[src/rtl/bus_pkg.sv]
// bus_pkg
//   Shared encoding for both ends of the 8-bit system bus. The output-select
//   logic and the load controller use the same select bit positions, so a
//   control word means the same thing on either side.
//   Contents: bus/register width, load-select width, error counter width,
//   and the bit index of each destination in the one-hot load vector.
package bus_pkg;

  localparam int DATA_W = 8;
  localparam int N_DEST = 6;
  localparam int ERR_W  = 4;

  localparam int SEL_MEM = 0;
  localparam int SEL_A   = 1;
  localparam int SEL_B   = 2;
  localparam int SEL_MAR = 3;
  localparam int SEL_PC  = 4;
  localparam int SEL_IR  = 5;

endpackage

[src/rtl/load_reg.sv]
// load_reg
//   Plain W-bit register with a load enable and asynchronous active-low reset.
//   Ports:
//     clk    in  1  clock, rising edge
//     rst_n  in  1  asynchronous active-low reset, clears q
//     load   in  1  capture d at the next rising edge
//     d      in  W  data to capture
//     q      out W  registered value
module load_reg #(
  parameter int W = 8
) (
  input  logic         clk,
  input  logic         rst_n,
  input  logic         load,
  input  logic [W-1:0] d,
  output logic [W-1:0] q
);

  always_ff @(posedge clk or negedge rst_n) begin
    if (!rst_n) begin
      q <= '0;
    end else if (load) begin
      q <= d;
    end
  end

endmodule

[src/rtl/bus_load_ctrl.sv]
// bus_load_ctrl
//   Write side of the shared system bus: a one-hot load vector picks which
//   destination (RAM, A, B, MAR, PC, IR) captures the bus value each clock.
//   Also owns PC increment, the one-cycle RAM write strobe and detection of
//   illegal (multi-hot) select vectors.
//   Ports:
//     clk, rst_n          clock and asynchronous active-low reset
//     bus                 value currently on the shared bus
//     in_signals          one-hot load select, bit positions from bus_pkg
//     pc_inc              increment PC when PC is not being loaded
//     err_clr             clear err_multi / err_count
//     A_reg, B_reg, MAR   A, B and memory address registers
//     PC, instr_reg       program counter and instruction register
//     mem_we              one-cycle RAM write pulse
//     mem_addr, mem_wdata RAM write address/data, held between pulses
//     load_strobe         registered copy of the last accepted select
//     err_multi           sticky multi-hot flag
//     err_count           saturating multi-hot event count
module bus_load_ctrl
  import bus_pkg::*;
#(
  parameter int DATA_W = bus_pkg::DATA_W,
  parameter int N_DEST = bus_pkg::N_DEST,
  parameter int ERR_W  = bus_pkg::ERR_W
) (
  input  logic              clk,
  input  logic              rst_n,
  input  logic [DATA_W-1:0] bus,
  input  logic [N_DEST-1:0] in_signals,
  input  logic              pc_inc,
  input  logic              err_clr,
  output logic [DATA_W-1:0] A_reg,
  output logic [DATA_W-1:0] B_reg,
  output logic [DATA_W-1:0] MAR,
  output logic [DATA_W-1:0] PC,
  output logic [DATA_W-1:0] instr_reg,
  output logic              mem_we,
  output logic [DATA_W-1:0] mem_addr,
  output logic [DATA_W-1:0] mem_wdata,
  output logic [N_DEST-1:0] load_strobe,
  output logic              err_multi,
  output logic [ERR_W-1:0]  err_count
);

  localparam int CNT_W = $clog2(N_DEST + 1);

  logic [CNT_W-1:0] sel_count;
  logic             sel_valid;
  logic             sel_multi;

  // Popcount of the select vector; exactly one bit set is a legal select,
  // two or more is an illegal request that must not load anything.
  always_comb begin
    sel_count = '0;
    for (int i = 0; i < N_DEST; i++) begin
      sel_count = sel_count + CNT_W'(in_signals[i]);
    end
    sel_valid = (sel_count == CNT_W'(1));
    sel_multi = (sel_count > CNT_W'(1));
  end

  load_reg #(.W(DATA_W)) u_a_reg (
    .clk(clk), .rst_n(rst_n), .load(sel_valid && in_signals[SEL_A]),
    .d(bus), .q(A_reg)
  );

  load_reg #(.W(DATA_W)) u_b_reg (
    .clk(clk), .rst_n(rst_n), .load(sel_valid && in_signals[SEL_B]),
    .d(bus), .q(B_reg)
  );

  load_reg #(.W(DATA_W)) u_mar_reg (
    .clk(clk), .rst_n(rst_n), .load(sel_valid && in_signals[SEL_MAR]),
    .d(bus), .q(MAR)
  );

  load_reg #(.W(DATA_W)) u_ir_reg (
    .clk(clk), .rst_n(rst_n), .load(sel_valid && in_signals[SEL_IR]),
    .d(bus), .q(instr_reg)
  );

  // A bus load of PC beats increment; increment still applies on idle and
  // multi-hot cycles because PC is not loaded then.
  always_ff @(posedge clk or negedge rst_n) begin
    if (!rst_n) begin
      PC <= '0;
    end else if (sel_valid && in_signals[SEL_PC]) begin
      PC <= bus;
    end else if (pc_inc) begin
      PC <= PC + DATA_W'(1);
    end
  end

  // RAM write uses MAR as it stood at the sampling edge; a one-hot select
  // cannot load MAR in the same cycle, so there is no bypass to worry about.
  always_ff @(posedge clk or negedge rst_n) begin
    if (!rst_n) begin
      mem_we    <= 1'b0;
      mem_addr  <= '0;
      mem_wdata <= '0;
    end else begin
      mem_we <= sel_valid && in_signals[SEL_MEM];
      if (sel_valid && in_signals[SEL_MEM]) begin
        mem_addr  <= MAR;
        mem_wdata <= bus;
      end
    end
  end

  always_ff @(posedge clk or negedge rst_n) begin
    if (!rst_n) begin
      load_strobe <= '0;
    end else begin
      load_strobe <= sel_valid ? in_signals : '0;
    end
  end

  // Clear takes precedence, so a multi-hot event coinciding with err_clr is
  // deliberately lost.
  always_ff @(posedge clk or negedge rst_n) begin
    if (!rst_n) begin
      err_multi <= 1'b0;
      err_count <= '0;
    end else if (err_clr) begin
      err_multi <= 1'b0;
      err_count <= '0;
    end else if (sel_multi) begin
      err_multi <= 1'b1;
      if (err_count != {ERR_W{1'b1}}) begin
        err_count <= err_count + ERR_W'(1);
      end
    end
  end

endmodule
[config.mk]
export PLATFORM = sky130hd
export DESIGN_NAME = bus_load_ctrl
export DESIGN_NICKNAME = d
export VERILOG_FILES = /design/src/rtl/bus_pkg.sv /design/src/rtl/load_reg.sv /design/src/rtl/bus_load_ctrl.sv
export SDC_FILE = /design/constraint.sdc
export NUM_CORES = 1
export LEC_CHECK = 0
export ABC_AREA = 1
export CAP_MARGIN = 20
export CORE_MARGIN = 5
export CORE_UTILIZATION = 40
export CTS_CLUSTER_DIAMETER = 60
export CTS_CLUSTER_SIZE = 30
export DETAILED_ROUTE_END_ITERATION = 12
export PLACE_DENSITY = 0.76
export SLEW_MARGIN = 20
export SYNTH_ARGS = -nofsm -noshare
export SYNTH_HDL_FRONTEND = slang
export SYNTH_SLANG_ARGS = --single-unit
[constraint.sdc]
create_clock -name clk -period 1.34 [get_ports clk]
set_input_delay 0.268 -clock clk [delete_from_list [all_inputs] [get_ports clk]]
set_output_delay 0.268 -clock clk [all_outputs]
set_load 0.1 [all_outputs]
==> flow_metrics.py, run 1 <==
metrics = {
    "die": {
        "die_w_um": 95.52,
        "io_pins": 86,
        "start_util": 0.4077,
        "dieArea_um2": 9123,
        "die_y_um": 95.52,
        "coreArea_um2": 7176,
        "rows": 31,
    },
    "yosys": {
        "syn-num-nets": 330,
        "synth_edf_count": 0,
        "synth_area_um2": 2925,
        "synth_most_common_cell": "nand2_1",
        "seq_area_frac_synth": 0.5731,
        "ys_top_cells_by_area": "dfrtp_1 (57%), nand2_1 (14%), o21ai_2 (4.8%)",
        "yosys_warnings": 0,
        "synth-main-ff-cell": "dfrtp_1",
        "synthCells": 306,
        "synth_cell_type_count": 22,
        "avgSynthCellArea_um2": 9.560,
        "yosysTopAreaCell": "dfrtp_1",
        "synth_top_area_frac": 0.5731,
        "synthArstFlopShare": 1.000,
        "synth_common_cells": "nand2_1 (108), dfrtp_1 (67), inv_1 (33)",
        "synth-seq-cells": 67,
    },
    "clock_network": {
        "path_clk_slew_ns": 0.08,
        "clock-root-buffer": "clkbuf_8",
        "htreeDepth": 3,
        "cts.path.max_buffers": 2,
        "tritoncts": "built",
        "clock-sinks": 67,
        "cts_buffers": 9,
        "clock_latency_ns": 0.35,
    },
    "hold_path": {
        "worstHoldPathCells": 3,
        "hp-start": "in_signals[1]",
        "hold_path_class": "in -> reg",
        "hold_end": "load_strobe[1]",
    },
    "timing": {
        "rsz0062_at_grt": "yes",
        "final_max_slew_viol_count": 0,
        "period_minus_slack_ns": 2.620,
        "hold_viol_final": 0,
        "relSlewSlack": 0.7641,
        "fin_ws_ns": -1.280,
        "finalCritPeriodShare": 1.955,
        "skew_ns": 0.006041,
        "setup_violations": 67,
        "holdWs_ns": 0.2642,
        "fmax_mhz": 381.7,
        "worst_pin_slew_ns": 0.3538,
    },
    "finish": {
        "layout.nets": 445,
        "fin_area_um2": 5151,
        "antennaDiodeCount": 0,
        "drive_above_1_share": 0.4061,
        "area_growth_pct": 76.09,
    },
    "detailed_routing": {
        "vias": 2570,
        "avgRoutedWirePerCell_um": 16.54,
        "drtAntennaViolNets": 0,
        "drt-total-wl_mm": 8.681,
        "first_iter_violations": 130,
        "vias_per_cell": 4.895,
        "drc": 0,
        "dr.pass1.iters": 4,
    },
    "critical_path": {
        "crit_path_top_delay_cell": "fa_2",
        "crit_type": "in -> reg",
        "path_cells": "buf_8, inv_4, fa_1, fa_1, inv_1, ha_2, inv_2, fa_2, nand3_4, inv_12, buf_4, nand2_8, nand2_1, o21ai_2",
        "cp.depth": 14,
        "path_common_cell": "fa_1",
        "end_kind": "flop",
        "crit_buf_inv": 6,
        "crit_family": "adder cells",
        "cp-start-kind": "input pin",
        "critPathMaxStageDelay_ns": 0.56,
        "cp.arrival_ns": 2.86,
        "required_ns": 1.58,
        "r2r_slack_ns": 0.09,
        "reg2reg_depth": 6,
        "path_max_fanout": 9,
        "reg2reg_from": "PC[1]",
        "reg2reg_to": "PC[6]",
    },
    "placement": {
        "hpwl_mm": 5.739,
        "post_dp_cell_area_um2": 4659,
        "portBuffers": 85,
        "gp_congestion": 0.8733,
    },
    "global_route": {
        "grt_antenna_before_repair": 0,
        "grt_pass1_vias": 2611,
        "grt_pass1_wl_mm": 13.20,
        "grt_overflow": 0,
        "grt_util_all_layers": 0.1952,
        "grt_max_degree": 68,
    },
    "flow_run": {
        "cap_violations": 0,
    },
    "outcome": {
        "violations": "setup timing",
        "status": "complete, but fails checks",
    },
}
==> how the worst max path moves through the flow <==
stage | start | endpoint | slack (ns)
floorplan | in_signals[0] | u_a_reg.q[6] | -1.38
global route | in_signals[3] | PC[5] | -1.39
finish | in_signals[3] | u_ir_reg.q[0] | -1.28
global placement | in_signals[0] | mem_addr[6] | -2.03
CTS | in_signals[3] | u_a_reg.q[1] | -1.28
detailed placement | in_signals[0] | mem_addr[3] | -2.15
==> placed cells by master (no fill, tap or decap), drive strengths merged, types with 3 or more instances in the layout <==
master         Yosys  final
o21ai             43     43
nand2            113    117
clkinv             1      5
clkbuf             0      9
nor2               9      9
clkdlybuf4s50      0     13
nand4              3      3
buf                7     92
nand3             18     18
dfrtp             67     67
inv               34     36
fa                 3      3
ha                 3      3
==> logic make-up (layout without fill, tap and decap cells) <==
| family | Yosys count | in the layout | share of synthesized area |
|---|---|---|---|
| compound gates | 46 | 46 | 0.1009 |
| xor+xnor | 2 | 2 | 0.005989 |
| fa+ha+maj | 6 | 6 | 0.03336 |
| buf+inv | 42 | 158 | 0.07228 |
| flops | 67 | 67 | 0.5731 |
| simple gates | 143 | 147 | 0.2143 |
==> cell type report <==
class	count	area [um^2]
Tap cell	99	123.9
Inverter	35	168.9
Sequential cell	67	1685
Timing Repair inverter	1	8.758
Fill cell	453	2024
Clock buffer	9	123.9
Clock inverter	7	51.30
Multi-Input combinational cell	201	1209
Timing Repair Buffer	106	1780
==> through the flow <==
stage	setup TNS [ns]	worst slack, ns	cells	util
2_1_floorplan	-86.78	-1.378	306	-
3_3_place_gp	-131.24	-2.035	496	0.6493
3_5_place_dp	-136.75	-2.150	496	0.6493
4_1_cts	-81.69	-1.279	521	0.7036
5_1_grt	-88.43	-1.390	525	0.7179
6_report	-80.98	-1.280	525	0.7179
==> what timing repair did <==
item                                    4_1_cts  5_1_grt
resized for setup                            43       19
pin swaps                                    20        8
gates cloned                                  5        0
endpoints found under the hold margin        67        0
hold buffers                                  1        0
endpoints found under the setup margin       69       76
buffers inserted                              4        4
==> flip-flops by register name, indices dropped and copies added, names as in the netlist <==
| name | flops |
|---|---|
| PC | 8 |
| mem_addr | 8 |
| mem_wdata | 8 |
| u_a_reg.q | 8 |
| u_b_reg.q | 8 |
| u_ir_reg.q | 8 |
| u_mar_reg.q | 8 |
| load_strobe | 6 |
| err_count | 4 |
| err_multi | 1 |
==> worst min-delay path, cell delays in order <==
cell,delay (ns)
buf_6,0.09
nand2_4,0.13
inv_1,0.09
==> per-layer routing <==
metal	GRT usage	share of wire	vias to the layer above
li1	-	-	1208
met1	0.2393	0.40	1250
met2	0.3207	0.51	95
met3	0.05998	0.075	17
met4	0.07938	0.019	0
met5	0	0	-
Power of run 1 is left out: the tool's default activity adds up to more than one toggle a clock period on the data nets, which glitch-free logic cannot reach.
==> run 2: changes to the inputs <==
- CORE_UTILIZATION: 40 -> 25
- PLACE_DENSITY: 0.76 -> 0.55
==> run 2 against run 1 <==
  * The run still ends with setup timing left
  * Die area rose by 53%
  * Fmax rose by 1.9%
  * Routed wire length fell by 1.7%
  * Setup slack improved by 0.048 ns
  * Clock skew fell by 0.0012 ns
  * Global-route usage fell by 6.9 points
  * Critical path depth did not move
  * Cell count rose by 9.9%
  * Flip-flop and latch count did not move
  * Utilization fell by 25 points
==> flow_metrics.py, run 2 (synthesis gave the netlist of run 1 again) <==
metrics = {
    "outcome": {
        "status": "complete, but fails checks",
        "violations": "setup timing",
    },
    "finish": {
        "fin_area_um2": 5353,
        "layout_commonest_cell": "nand2_1",
        "mostFrequentLayoutCells": "nand2_1 (101), buf_12 (74), dfrtp_1 (64)",
        "layout.nets": 453,
        "regArea_um2": 1680,
        "drive_above_1_share": 0.3917,
        "nFillCells": 1046,
        "antennaDiodeCount": 0,
        "area_growth_pct": 82.98,
        "multi_input_area_um2": 1174,
    },
    "die": {
        "io_pins": 86,
        "coreArea_um2": 11470,
        "die_y_um": 118.2,
        "dieArea_um2": 13960,
        "rows": 39,
        "die_w_um": 118.2,
        "start_util": 0.2551,
    },
    "detailed_routing": {
        "avgRoutedWirePerCell_um": 14.79,
        "drt-total-wl_mm": 8.535,
        "vias": 2477,
        "first_iter_violations": 62,
        "dr.pass1.iters": 4,
        "vias_per_cell": 4.293,
        "drtAntennaViolNets": 0,
        "drc": 0,
    },
    "flow_run": {
        "cap_violations": 0,
    },
    "clock_network": {
        "clock-root-buffer": "clkbuf_16",
        "cts_buffers": 9,
        "cts.path.max_buffers": 2,
        "path_clk_slew_ns": 0.06,
        "htreeDepth": 3,
        "tritoncts": "built",
        "clock-sinks": 67,
        "clock_latency_ns": 0.33,
    },
    "placement": {
        "portBuffers": 85,
        "gp_congestion": 0.7673,
        "post_dp_cell_area_um2": 4850,
        "hpwl_mm": 5.990,
    },
    "global_route": {
        "grt_overflow": 0,
        "grt_pass1_wl_mm": 13.81,
        "grt_pass1_vias": 2533,
        "grt_antenna_before_repair": 1,
        "grt_util_all_layers": 0.1261,
        "grt_max_degree": 68,
    },
    "timing": {
        "relSlewSlack": 0.7572,
        "worst_pin_slew_ns": 0.3643,
        "final_max_slew_viol_count": 0,
        "period_minus_slack_ns": 2.572,
        "hold_viol_final": 0,
        "fmax_mhz": 388.8,
        "fin_ws_ns": -1.232,
        "setup_violations": 67,
        "skew_ns": 0.004836,
        "rsz0062_at_grt": "yes",
        "finalCritPeriodShare": 1.919,
        "fin_tns_setup_ns": -77.59,
    },
    "critical_path": {
        "crit_type": "in -> reg",
        "path_max_fanout": 8,
        "required_ns": 1.55,
        "cp.arrival_ns": 2.79,
        "end_kind": "flop",
        "cp-start-kind": "input pin",
    },
    "hold_path": {
        "hold_path_class": "in -> reg",
    },
}
## run 2: repair_timing
action / CTS / global route
cloned: 2 / 0
hold endpoints to repair: 67 / 0
pin swaps: 15 / 11
setup endpoints to repair: 67 / 71
gates resized for setup: 32 / 22
hold buffers: 1 / 0
setup buffers: 3 / 2
## run 2: through the flow
| stage | hold WS (ns) | setup slack, ns | utilization | cells |
|---|---|---|---|---|
| floorplan | -0.02759 | -1.378 | - | 306 |
| global route | 0.3510 | -1.283 | 0.4668 | 577 |
| finish | 0.3365 | -1.232 | 0.4668 | 577 |
| detailed placement | 0.3188 | -2.115 | 0.4229 | 553 |
| CTS | 0.3563 | -1.260 | 0.4578 | 575 |
| global placement | 0.3157 | -2.082 | 0.4229 | 553 |
## run 2: per-layer routing
layer / vias to the layer above / global-route usage / share of wire / wire length [um]
met5: - / 0 / 0.0015 / 13
met4: 2 / 0.04086 / 0.013 / 114
met3: 13 / 0.03916 / 0.045 / 382
met2: 56 / 0.1990 / 0.49 / 4217
met1: 1184 / 0.1651 / 0.45 / 3807
li1: 1222 / - / - / -
## run 2: area by class of cell
| type | count | share of cell area |
|---|---|---|
| clock buffer | 12 | 0.04792 |
| clock inverter | 4 | 0.004675 |
| inverter | 35 | 0.03062 |
| multi-input combinational | 199 | 0.2193 |
| sequential | 67 | 0.3139 |
| tap | 143 | 0.03343 |
| timing repair buffer | 117 | 0.3502 |
## run 2: final timing paths
kind                                from              to  slack, ns  cells past startpoint
min reg2reg                  mem_addr[6]     mem_addr[6]       0.53                      2
min                        in_signals[1]  load_strobe[1]       0.34                      4
max reg2reg                 err_count[0]    err_count[3]       0.11                      7
max                        in_signals[0]           PC[0]      -1.23                     14
min in group asynchronous          rst_n  u_mar_reg.q[0]       0.49                      3
max in group asynchronous          rst_n           PC[3]       0.54                      3
## run 2: worst max-delay path: stages
cell     delay (ns)
buf_8          0.09
inv_8          0.03
fa_1           0.55
fa_1           0.41
inv_1          0.07
ha_2           0.16
inv_2          0.04
fa_2           0.57
nand3_4        0.13
nor2_4         0.13
buf_12         0.14
nor2_2         0.06
nand2_1        0.07
nand3_2        0.07
Power of run 2 is left out for the same reason.
